[config.mk]
export PLATFORM = sky130hd
export DESIGN_NAME = fetch_req_ctrl
export DESIGN_NICKNAME = d
export VERILOG_FILES = /design/src/rtl/fetch_req_ctrl_pkg.sv /design/src/rtl/fetch_req_ctrl_next_pc_sel.sv /design/src/rtl/fetch_req_ctrl.sv
export SDC_FILE = /design/constraint.sdc
export NUM_CORES = 1
export LEC_CHECK = 0
export BUFFER_PORTS_ARGS = -buffer_cell sky130_fd_sc_hd__buf_4
export CAP_MARGIN = 10
export CORE_ASPECT_RATIO = 0.6
export CORE_MARGIN = 1.5
export CORE_UTILIZATION = 37
export CTS_CLUSTER_DIAMETER = 100
export DETAILED_ROUTE_END_ITERATION = 16
export PLACE_DENSITY_LB_ADDON = 0.12
export SYNTH_ARGS = -nofsm -noshare
export SYNTH_HDL_FRONTEND = slang
export SYNTH_SLANG_ARGS = --single-unit
[constraint.sdc]
create_clock -name clk -period 5.8 [get_ports clk]
set_clock_uncertainty 0.15 [all_clocks]
set_input_delay 0.29 -clock clk [delete_from_list [all_inputs] [get_ports clk]]
set_output_delay 0.29 -clock clk [all_outputs]
set_load 0.02 [all_outputs]
[src/rtl/fetch_req_ctrl_pkg.sv]
// rtl/fetch_req_ctrl_pkg.sv - shared state codes, PC defaults and types for the pre-fetch sequencer
package fetch_req_ctrl_pkg;

  localparam logic [1:0] FS_BOOT = 2'd0;
  localparam logic [1:0] FS_REQ  = 2'd1;
  localparam logic [1:0] FS_WAIT = 2'd2;
  localparam logic [1:0] FS_HOLD = 2'd3;

  localparam logic [31:0] DEF_RESET_PC = 32'hBFC0_0000;
  localparam logic [31:0] DEF_EXC_PC   = 32'hBFC0_0380;

  // Redirect target parked while an address phase cannot be abandoned.
  typedef struct packed {
    logic        vld;
    logic [31:0] pc;
  } pend_t;

  function automatic logic [31:0] pc_inc(input logic [31:0] pc);
    return pc + 32'd4;
  endfunction

endpackage

[src/rtl/fetch_req_ctrl_next_pc_sel.sv]
// rtl/fetch_req_ctrl_next_pc_sel.sv - priority mux of redirect sources (exc > eret > br) plus sequential pc+4
module fetch_req_ctrl_next_pc_sel
  import fetch_req_ctrl_pkg::*;
#(
  parameter logic [31:0] EXC_PC = DEF_EXC_PC
) (
  input  logic        i_exc,
  input  logic        i_eret,
  input  logic [31:0] i_eret_pc,
  input  logic        i_br,
  input  logic [31:0] i_br_target,
  input  logic [31:0] i_pc,
  output logic        o_redirect,
  output logic [31:0] o_target,
  output logic [31:0] o_pc4
);

  always_comb begin
    o_redirect = i_exc | i_eret | i_br;
    o_target   = i_br_target;
    if (i_eret) o_target = i_eret_pc;
    if (i_exc)  o_target = EXC_PC;
    o_pc4      = pc_inc(i_pc);
  end

endmodule

[src/rtl/fetch_req_ctrl.sv]
// rtl/fetch_req_ctrl.sv - pre-fetch sequencer: owns the fetch PC, drives the instruction bus,
// cancels stale responses on redirect and holds one instruction for the fetch stage.
module fetch_req_ctrl
  import fetch_req_ctrl_pkg::*;
#(
  parameter logic [31:0] RESET_PC = DEF_RESET_PC,
  parameter logic [31:0] EXC_PC   = DEF_EXC_PC
) (
  input  logic        clk,
  input  logic        resetn,
  input  logic        exc_flush,
  input  logic        eret_flush,
  input  logic [31:0] eret_pc,
  input  logic        br_taken,
  input  logic [31:0] br_target,
  input  logic        fs_allowin,
  output logic        to_fs_valid,
  output logic [31:0] to_fs_pc,
  output logic [31:0] to_fs_inst,
  output logic        inst_req,
  output logic [31:0] inst_addr,
  input  logic        inst_addr_ok,
  input  logic        inst_data_ok,
  input  logic [31:0] inst_rdata
);

  logic [1:0]  r_state;
  logic [31:0] r_pc;
  pend_t       r_pend;
  logic        r_cancel;
  logic [31:0] r_hold_inst;

  logic        w_redirect;
  logic [31:0] w_target;
  logic [31:0] w_pc4;
  logic        w_deliver;

  fetch_req_ctrl_next_pc_sel #(.EXC_PC(EXC_PC)) u_next_pc_sel (
    .i_exc       (exc_flush),
    .i_eret      (eret_flush),
    .i_eret_pc   (eret_pc),
    .i_br        (br_taken),
    .i_br_target (br_target),
    .i_pc        (r_pc),
    .o_redirect  (w_redirect),
    .o_target    (w_target),
    .o_pc4       (w_pc4)
  );

  // r_pc always names the outstanding fetch, so it doubles as the offered PC.
  assign w_deliver   = (r_state == FS_WAIT) && inst_data_ok && !r_cancel && !w_redirect;
  assign to_fs_valid = w_deliver || ((r_state == FS_HOLD) && !w_redirect);
  assign to_fs_pc    = r_pc;
  assign to_fs_inst  = (r_state == FS_HOLD) ? r_hold_inst : inst_rdata;
  assign inst_req    = (r_state == FS_REQ);
  assign inst_addr   = r_pc;

  always_ff @(posedge clk or negedge resetn) begin
    if (!resetn) begin
      r_state     <= FS_BOOT;
      r_pc        <= RESET_PC;
      r_pend      <= '0;
      r_cancel    <= 1'b0;
      r_hold_inst <= '0;
    end else begin
      case (r_state)
        FS_BOOT: r_state <= FS_REQ;
        FS_REQ: begin
          if (inst_addr_ok) begin
            r_state  <= FS_WAIT;
            r_pend   <= '0;
            if (w_redirect) begin
              r_pc     <= w_target;
              r_cancel <= 1'b1;
            end else if (r_pend.vld) begin
              r_pc     <= r_pend.pc;
              r_cancel <= 1'b1;
            end
          end else if (w_redirect) begin
            // Address must stay stable until accepted; park the newest target.
            r_pend <= '{vld: 1'b1, pc: w_target};
          end
        end
        FS_WAIT: begin
          if (inst_data_ok) begin
            r_cancel <= 1'b0;
            if (w_redirect) begin
              r_pc    <= w_target;
              r_state <= FS_REQ;
            end else if (r_cancel) begin
              r_state <= FS_REQ;
            end else if (fs_allowin) begin
              r_pc    <= w_pc4;
              r_state <= FS_REQ;
            end else begin
              r_hold_inst <= inst_rdata;
              r_state     <= FS_HOLD;
            end
          end else if (w_redirect) begin
            r_cancel <= 1'b1;
            r_pc     <= w_target;
          end
        end
        default: begin
          if (w_redirect) begin
            r_pc    <= w_target;
            r_state <= FS_REQ;
          end else if (fs_allowin) begin
            r_pc    <= w_pc4;
            r_state <= FS_REQ;
          end
        end
      endcase
    end
  end

endmodule

---- Word-level counts from Yosys, hierarchy flattened ----
Index checks and enable logic that the tools add are counted.
storage, ports and cells
  register bits after elaboration ......... 100
  output and inout port bits .............. 98
operators by class
  equal/unequal tests ..................... 8
  reductions and logical operators ........ 16
  multiplexer cells ....................... 29
  bitwise gates (word level) .............. 6
  $add $sub $neg .......................... 1
operators by type and width
  kind                   count
  $mux 32                12
  $pmux 32 s3            1
  $mux 33                2
  $add 32x3->32 const B  1
  $mux 2                 7
  $reduce_and 5->1       2
  $ne 3x3->1 const B     2
  $pmux 2 s3             1
  $mux 1                 5
  $reduce_bool 5->1      1
  $eq 2x2->1 const B     2
  $logic_and 1x1->1      4
  $not 1->1              4
  $reduce_and 4->1       1
  $reduce_bool 2->1      2
  $ne 3x1->1 const B     1
  $reduce_and 3->1       1
  $eq 2x1->1 const B     1
  $logic_not 1->1        2
  $logic_not 2->1        1
  $ne 2x1->1 const B     1
  $ne 2x2->1 const B     1
  $or 1x1->1             2
  $pmux 1 s2             1
  other kinds (2)        2

---- Logic depth before layout (Yosys ltp) ----
Gate-level depths: netlist (run 1).
  word-level depth ........................ 6
  depth in mapped cells ................... 10
  gate-level depth less buffers ........... 7

---- By module ----
Synthesis (run 1) repeated with hierarchy kept, for this count alone.
second synthesis, totals
  cell total of the unflattened synthesis .. 663
  area, all modules ....................... 6791.5 um^2
by module, submodules not included
  module                      times used  area an instance (um^2)  cells each
  fetch_req_ctrl              1           5715.5                   507
  fetch_req_ctrl_next_pc_sel  1           1076.0                   156

---- Worst setup path after synthesis (run 1) ----
Ideal clock, no wire load.
  path kind ............................... register to register
  start ................................... register r_state[0]
  end ..................................... register r_pc[8], in the netlist inst_addr[8]
  period minus slack after synthesis ...... 2428 ps
  setup time .............................. 132 ps
  path slack .............................. 3372 ps
  cell stages (with the launch flop) ...... 9
  required time ........................... 5518 ps
  buffers on the path ..................... 2
  arrival ................................. 2146 ps
  cell sequence ........................... dfrtp_1 inv_1 ha_1 clkbuf_1 a21boi_1 clkbuf_1 nand2_1 a221oi_1 o21ai_0
on the way
  longest elaborated chain between the ends .. 3
RTL lines
  item                                                 line                  RTL
  start: declaration                                   fetch_req_ctrl.sv:27  logic [1:0] r_state;
  start signal: assignment                             fetch_req_ctrl.sv:60  r_state <= FS_BOOT;
  start signal: assignment                             fetch_req_ctrl.sv:67  FS_BOOT: r_state <= FS_REQ;
  start signal: assignment                             fetch_req_ctrl.sv:70  r_state <= FS_WAIT;
  $eq 2x2->1 (tied with other cells)                   fetch_req_ctrl.sv:66  case (r_state)
  $ne 3x3->1 (no source line) (tied with other cells)  -
  $reduce_and 5->1 (no source line)                    -
  end signal: assignment                               fetch_req_ctrl.sv:73  r_pc <= w_target;
  end signal: assignment                               fetch_req_ctrl.sv:76  r_pc <= r_pend.pc;
  end signal: assignment                               fetch_req_ctrl.sv:88  r_pc <= w_target;
  end: declaration                                     fetch_req_ctrl.sv:28  logic [31:0] r_pc;
Several ways; a longest one is shown, not always the timed one.
A chain may end at the register's enable or synchronous reset.

---- Final worst setup path (run 1) ----
  start ................................... register r_state[0]
  end ..................................... register r_pc[11], in the netlist inst_addr[11]
The elaborated chain is that of the path after synthesis.

==> results of run 1 <==
[power by group through the flow]
stage	clock network, mW	registers (mW)	logic, mW
floorplan	0	1.29	1.28
global placement	0	1.25	1.97
detailed placement	0	1.26	2.01
CTS	0.606	1.25	2.01
global route	0.630	1.29	2.17
finish	0.594	1.25	2.02
[kinds of logic (layout without fill, tap and decap cells)]
group                      count (synthesis)  in the layout  synth area share [%]
AOI/OAI and AO/OA                        209            209                  22.5
and+or+nand+nor                          180            180                  14.1
DFF                                      100            100                  39.9
buffers and inverters                     88            233                  7.40
muxes                                     85             85                  14.8
adders and majority gates                  6              6                  1.19
xor gates and xnor gates                   1              1                 0.139
[state kept, by name, summed over array words and instances (netlist names)]
signal / count
r_state: 2
inst_addr: 32
r_hold_inst: 32
r_cancel: 1
r_pend: 33
[layer usage]
metal  up-vias  share of wire (%)  track usage [%]
li1       2739                  -                -
met2       273                 43             32.9
met5         -                  0                0
met3        19                8.2             4.64
met1      2919                 48             33.2
met4         0               0.84             4.82
[how the worst min path moves through the flow]
| stage | start | to | slack [ns] |
|---|---|---|---|
| 3_3_place_gp | resetn | r_hold_inst[22] | 0.08 |
| 4_1_cts | inst_rdata[26] | r_hold_inst[26] | 0.01 |
| 6_report | inst_rdata[21] | r_hold_inst[21] | 0.02 |
| 5_1_grt | inst_rdata[26] | r_hold_inst[26] | 0.006 |
| 2_1_floorplan | resetn | inst_addr[0] | -0.16 |
| 3_5_place_dp | resetn | r_hold_inst[22] | 0.1 |
[layout make-up]
cell class                 count  area [um^2]  area share (%)
timing repair buffer         210         1580            19.7
multi-input combinational    481         3340            41.6
inverter                       7         26.3           0.327
clock inverter                 7         56.3           0.701
sequential                   100         2510            31.3
tap                          228          285            3.55
clock buffer                   9          225            2.81
[placed cells by master (no fill, tap or decap), drive strengths merged, types with 3 or more instances in the layout]
cell type  Yosys  layout
o31ai          6       6
and2           5       5
a31oi         11      11
o31a           3       3
nor2          55      55
mux2          65      65
nor2b         14      14
a21o           6       6
nand2b         3       3
nand2         38      38
o2bb2ai        6       6
a22o          21      21
clkbuf        34       9
dfstp          9       9
nor3b          3       3
and3          12      12
nand3         11      11
a21boi         3       3
o21a           5       5
dfrtp         91      91
o21ai         70      70
a32oi          3       3
clkinv         0       3
mux2i         20      20
a211oi        23      23
a221oi         7       7
a32o           4       4
nand4          8       8
buf           47     209
nor4           5       5
nor3          15      15
a21oi         21      21
inv            7      11
ha             6       6
a222oi         4       4
[worst max-delay path, cell delays in order (launching register included)]
cell,delay (ns)
dfrtp_1,0.42
inv_1,0.09
ha_1,0.48
a21bo_2,0.32
nand2_1,0.76
nor2_1,0.08
a222oi_1,0.40
o2bb2ai_1,0.12
[per-stage QoR]
stage / hold slack (ns) / utilization [%] / power, mW / std cells / worst slack, ns
after global placement: 0.0829 / 47.0 / 3.22 / 1025 / 2.94
after global routing: 0.00621 / 48.8 / 4.09 / 1042 / 2.60
final: 0.0181 / 48.8 / 3.87 / 1042 / 2.85
after detailed placement: 0.0953 / 47.0 / 3.27 / 1025 / 2.84
after floorplan: -0.156 / - / 2.57 / 669 / 3.37
after CTS: 0.0102 / 48.8 / 3.87 / 1042 / 2.89
[timing repair]
item	CTS	global route
hold endpoints to repair	28	0
buffers inserted	0	0
hold buffers	1	0
==> reports/results.txt, run 1 <==
Crit path to - inst_addr[11]
Initial core utilization - 38.4%
Gate Count Post-Synth - 669
Final Hold Fails - 0
Nets - 919
RR Startpoint - r_state[0]
Clk slew on worst S/H paths - 0.08 ns
Root buffer cell - clkbuf_16
RSZ-0062 raised after global routing - false
R2R depth - 7
Synth Flop Type - dfrtp_1
Setup TNS - 0 ns
CTS tree - yes
Clock Power Share - 15.3%
Placed Area - 7730 um^2
Initial antenna violation count - 0
Netlist cell types - 63
WS Path Type - flip-flop to flip-flop
Top cell type's share of synthesized area - 36.1%
Arrival time worst endpoint - 3.04 ns
Period utilisation layout - 50.9%
Async S/R FF share, synth - 100%
IO Pins - 202
Site row count - 36
Startpoint class of the critical path - flip-flop
Drt total wl - 19.9 mm
FF+latch count, synth - 100
Via density - 5.71
Count leader, synth - dfrtp_1
Routed length per instance - 19.1 um
Router iterations before antenna repair - 5
DRC - 0
Worst EP required - 5.89 ns
PwrDens - 482 nW/um^2
Final instance area - 8030 um^2
Yosys top cell by area - dfrtp_1
# resized after CTS - 0
Syn Area/Cell - 9.43 um^2
Min-Delay Path Depth - 2
DR vias - 5950
Antenna Nets Post-Route - 0
Syn-to-layout area delta - 27.3%
Worst slew pin tran - 1.16 ns
Number of global-route vias before repair - 5760
YS warnings - 0
Net Sw Frac - 46.3%
Synth Net Count - 779
Post-Syn Area - 6310 um^2
CTS Buf Count - 9
Tot GR Track Use - 22.3%
Die width - 172 um
Final Max Slew Viols - 0
Area contributors post-synth - dfrtp_1 (36%), mux2_2 (12%), o21ai_0 (5.3%)
Leak Pwr - 3.70 nW
Die Y - 104 um
Crit path launch - r_state[0]
CORE AREA - 16400 um^2
CTS max path bufs - 2
Reg2reg end - inst_addr[11]
Period minus WS final - 2.95 ns
Global-route wire length before repair - 31.2 mm
R2r setup slk - 2.85 ns
Flop pwr share - 32.4%
Pint - 2.08 mW
Layout cells sized above 1 - 37.5%
CP Max Fanout - 28
Ant diodes - 0
Post-DP HPWL - 14.2 mm
Post-synth EDFFs - 0
Setup-violating endpoint count in the final report - 0
GP Congestion - 0.834
Leading cell types by count after synthesis - dfrtp_1 (91), o21ai_0 (67), mux2_2 (65)
Clock sink count - 100
Max cap viols - 0
Clock latency on the worst-skew pair - 0.36 ns
Max_slew headroom - 22.5%
Initial DRC Count - 472
Worst IR Drop VDD - 0.248 mV
Fmax - 339 MHz
Largest net degree at the start of global routing - 73
I/O Buffers - 201
Register area share after synthesis - 39.9%
Status - finished clean
Die Area - 17900 um^2
H-tree Lvls - 3
HP Class - primary input to flip-flop
GRT Residual Overflow - 0
Filler instances - 1576
Comb pwr share - 52.2%
Element type at the critical path end - flip-flop
Switch Pwr - 1.79 mW
No activity file was read; power rests on OpenSTA's default activity.
==> run 2: changes to the inputs <==
==> constraint.sdc (replaced) <==
create_clock -name clk -period 2.9 [get_ports clk]
set_clock_uncertainty 0.15 [all_clocks]
set_input_delay 0.145 -clock clk [delete_from_list [all_inputs] [get_ports clk]]
set_output_delay 0.145 -clock clk [all_outputs]
set_load 0.02 [all_outputs]
==> reports/results.txt, run 2 (synthesis results as in run 1) <==
Period minus WS final - 2.76 ns
Worst EP required - 3.01 ns
Commonest non-fill, non-tap cell in the layout - buf_4
RSZ-0062 raised after global routing - false
Nets - 965
Die Y - 104 um
I/O Buffers - 201
Startpoint class of the critical path - flip-flop
Max cap viols - 0
Final Max Slew Viols - 0
Worst slew pin tran - 1.13 ns
IO Pins - 202
Number of global-route vias before repair - 5967
H-tree Lvls - 3
Post-DP HPWL - 14.5 mm
Non-Filler Instances - 1088
Clk slew on worst S/H paths - 0.07 ns
GP Congestion - 0.871
Inst Count DP - 1039
Worst IR Drop VDD - 0.396 mV
Clock latency on the worst-skew pair - 0.34 ns
Initial antenna violation count - 0
Number of flip-flops in the largest register - 33
Arrival time worst endpoint - 2.87 ns
CTS tree - yes
PwrDens - 925 nW/um^2
Clock sink count - 100
Leak Pwr - 3.91 nW
Element type at the critical path end - flip-flop
Routed length per instance - 18.7 um
Period utilisation layout - 95.1%
Max_slew headroom - 24.1%
Finished Core Util - 51.6%
Hold_ws - 0.0105 ns
Commonest non-fill, non-tap cells in the layout - buf_4 (220), dfrtp_1 (91), o21ai_0 (67)
CTS Buf Count - 9
Global-route wire length before repair - 32.6 mm
Antenna Nets Post-Route - 0
Status - finished clean
Die width - 172 um
Router iterations before antenna repair - 5
GRT Residual Overflow - 0
Site row count - 36
CORE AREA - 16400 um^2
Root buffer cell - clkbuf_16
Largest Register - r_pend
CP Max Fanout - 12
Setup-violating endpoint count in the final report - 0
Die Area - 17900 um^2
HP Class - primary input to flip-flop
Drt total wl - 20.4 mm
Initial DRC Count - 594
Initial core utilization - 38.4%
Layout cells sized above 1 - 37.0%
Tot GR Track Use - 23.2%
DRC - 0
Final Hold Fails - 0
DR vias - 6076
Fmax - 363 MHz
Via density - 5.58
Largest net degree at the start of global routing - 74
Ant diodes - 0
WS Path Type - flip-flop to flip-flop
Setup TNS - 0 ns
Syn-to-layout area delta - 34.5%
CTS max path bufs - 2
Setup bufs post-CTS - 0
## run 2: area by class of cell
type	count	area, um^2
clock buffer	10	229
sequential	100	2510
inverter	7	26.3
timing repair buffer	256	2040
multi-input combinational	481	3330
tap	228	285
clock inverter	6	53.8
fill	1523	7960
## run 2: per-layer routing
| metal | track usage [%] | share of wire (%) | up-vias |
|---|---|---|---|
| met5 | 0 | 0 | - |
| met4 | 5.08 | 1.2 | 0 |
| met3 | 3.69 | 7.3 | 21 |
| met2 | 34.8 | 43 | 287 |
| met1 | 34.6 | 49 | 2934 |
| li1 | - | - | 2834 |
## run 2: timing repair
item	CTS	global route
resized for setup	0	0
setup endpoints to repair	0	0
hold buffers	33	0
endpoints found under the hold margin	94	0
## run 2: where the power goes
group / switching, mW / internal (mW)
clock: 0.577 / 0.601
combinational: 2.46 / 1.74
sequential: 0.568 / 1.90
## run 2: metrics by stage
step / area [um^2] / worst slack [ns] / total power [mW]
after floorplan: 6310 / 0.472 / 5.14
after global placement: 7870 / 0.375 / 6.52
after detailed placement: 7870 / 0.213 / 6.61
after CTS: 8480 / 0.209 / 7.84
after global routing: 8480 / 0.0272 / 8.31
final: 8480 / 0.143 / 7.85
## run 2: worst max-delay path, cell delays in order (launching register included)
cell	delay (ns)
dfrtp_1	0.41
inv_1	0.12
ha_1	0.40
nand2b_1	0.19
a21oi_1	0.09
nor2_1	0.87
a221oi_1	0.23
o2bb2ai_1	0.19
## run 2: worst paths after layout
check | cells after the start | to | from | slack (ns)
max in group asynchronous | 3 | r_pend[5] | resetn | 1.41
min in group asynchronous | 2 | r_pend[24] | resetn | 0.36
worst max register to register | 7 | inst_addr[20] | r_state[1] | 0.14
worst min register to register | 2 | r_pend[32] | r_pend[32] | 0.33
worst max-delay path | 7 | inst_addr[20] | r_state[1] | 0.14
worst min-delay path | 3 | r_pend[27] | eret_pc[27] | 0.01
==> run 3: changes to the inputs <==
--- a/config.mk
+++ b/config.mk
@@ -12,6 +12,7 @@
 export CORE_UTILIZATION = 37
 export CTS_CLUSTER_DIAMETER = 100
 export DETAILED_ROUTE_END_ITERATION = 16
+export GPL_TIMING_DRIVEN = 0
 export PLACE_DENSITY_LB_ADDON = 0.12
 export SYNTH_ARGS = -nofsm -noshare
 export SYNTH_HDL_FRONTEND = slang
==> reports/results.txt, run 3 (synthesis results as in run 1) <==
M3 GR Usage - 4.45%
CTS max path bufs - 2
CP max stage cell - clkbuf_1
R2R depth - 9
Die Y - 104 um
CP Max Fanout - 10
Period utilisation layout - 96.8%
Worst IR Drop VDD - 0.551 mV
Global-route met2 utilization - 37.9%
Finished Core Util - 53.6%
Tot GR Track Use - 26.3%
HP Class - primary input to flip-flop
Commonest non-fill, non-tap cells in the layout - buf_4 (231), dfrtp_1 (91), o21ai_0 (67)
Initial antenna violation count - 0
Final Total Pwr - 8.43 mW
WS Path Type - flip-flop to flip-flop
Nets - 1022
Clock sink count - 100
GRT Max-Usage Layer - met1
Final setup margin - 0.0925 ns
RSZ-0062 raised after global routing - false
Fmax - 356 MHz
Initial core utilization - 38.4%
Die width - 172 um
Worst-path cell chain - inv_1, ha_1, clkbuf_1, nand2_1, nor2_1, clkbuf_1, a32o_1, a41oi_1, o21ai_0
IO Pins - 202
Element type at the critical path end - flip-flop
Arrival time worst endpoint - 2.93 ns
Slowest stage delay, CP - 0.55 ns
Largest net degree at the start of global routing - 62
Setup TNS - 0 ns
Max cap viols - 0
Max_slew headroom - 37.8%
DRC - 0
Final Hold Fails - 0
Site row count - 36
Worst slew pin tran - 0.924 ns
Layout cells sized above 1 - 39.0%
Grt met1 use - 40.3%
DR vias - 6536
Routed length per instance - 20.4 um
Startpoint class of the critical path - flip-flop
Status - finished clean
Die Area - 17900 um^2
Clock latency on the worst-skew pair - 0.36 ns
Largest Register - r_pend
Commonest non-fill, non-tap cell in the layout - buf_4
CTS tree - yes
Post-DP HPWL - 17.4 mm
Ant diodes - 0
Clk slew on worst S/H paths - 0.08 ns
GP Congestion - 0.941
Most Frequent Cell on Critical Path - clkbuf_1
Antenna Nets Post-Route - 0
I/O Buffers - 198
CTS Buf Count - 9
Worst slack, placed - -0.403 ns
Global-route wire length before repair - 36.3 mm
Min-Delay Path Depth - 3
Period minus WS final - 2.81 ns
Root buffer cell - clkbuf_16
CORE AREA - 16400 um^2
Number of global-route vias before repair - 6425
Leak Pwr - 4.10 nW
H-tree Lvls - 3
Initial DRC Count - 740
Setup bufs post-CTS - 0
Drt total wl - 23.4 mm
Worst EP required - 3.03 ns
Final Max Slew Viols - 0
PwrDens - 957 nW/um^2
Number of flip-flops in the largest register - 33
Setup-violating endpoint count in the final report - 0
GRT Residual Overflow - 0
Router iterations before antenna repair - 6
Syn-to-layout area delta - 39.7%
Via density - 5.71
[run 3: power breakdown]
| group | internal (mW) | switching [mW] |
|---|---|---|
| Combinational | 2.02 | 2.68 |
| Sequential | 1.90 | 0.596 |
| Clock | 0.625 | 0.604 |
[run 3: metal layers]
layer,vias to the layer above,wire (um)
li1,2956,-
met1,3159,10900
met2,398,10000
met3,23,2280
met4,0,265
met5,-,0
[run 3: worst paths after layout]
path / start / to / slack (ns)
setup / recovery: r_state[1] / inst_addr[30] / 0.09
hold / removal: eret_pc[27] / r_pend[27] / 0.01
setup reg to reg: r_state[1] / inst_addr[30] / 0.09
hold reg to reg: r_pend[32] / r_pend[32] / 0.35
max in group asynchronous: resetn / inst_addr[28] / 1.67
min in group asynchronous: resetn / r_pend[24] / 0.16
[run 3: timing repair]
item	4_1_cts	5_1_grt
resized for setup	7	21
endpoints found under the setup margin	30	42
hold buffers	34	0
endpoints found under the hold margin	72	0
[run 3: cell type report]
class	count	area [um^2]
tap	228	285
buffer	79	445
inverter	7	26.3
multi-input combinational	481	3380
clock inverter	6	56.3
fill	1496	7630
clock buffer	10	239
timing repair buffer	234	1860
sequential	100	2510
[run 3: metrics by stage]
step | instances | instance area, um^2 | hold WS [ns]
after floorplan | 669 | 6310 | -0.301
after CTS | 1146 | 8770 | 0.0121
final | 1145 | 8810 | 0.0134
after global placement | 1095 | 8080 | 0.238
after global routing | 1145 | 8810 | 0.0340
after detailed placement | 1097 | 8120 | 0.0312
[run 3: critical path: cells and delay by family, from the launching register on]
kind                     cells  cell delay [ns]
AND/OR/NAND/NOR              2             0.37
AO/OA/AOI/OAI                3             0.59
adder cells (fa/ha/maj)      1             0.18
buffers and inverters        3             1.01
flip-flops                   1             0.41
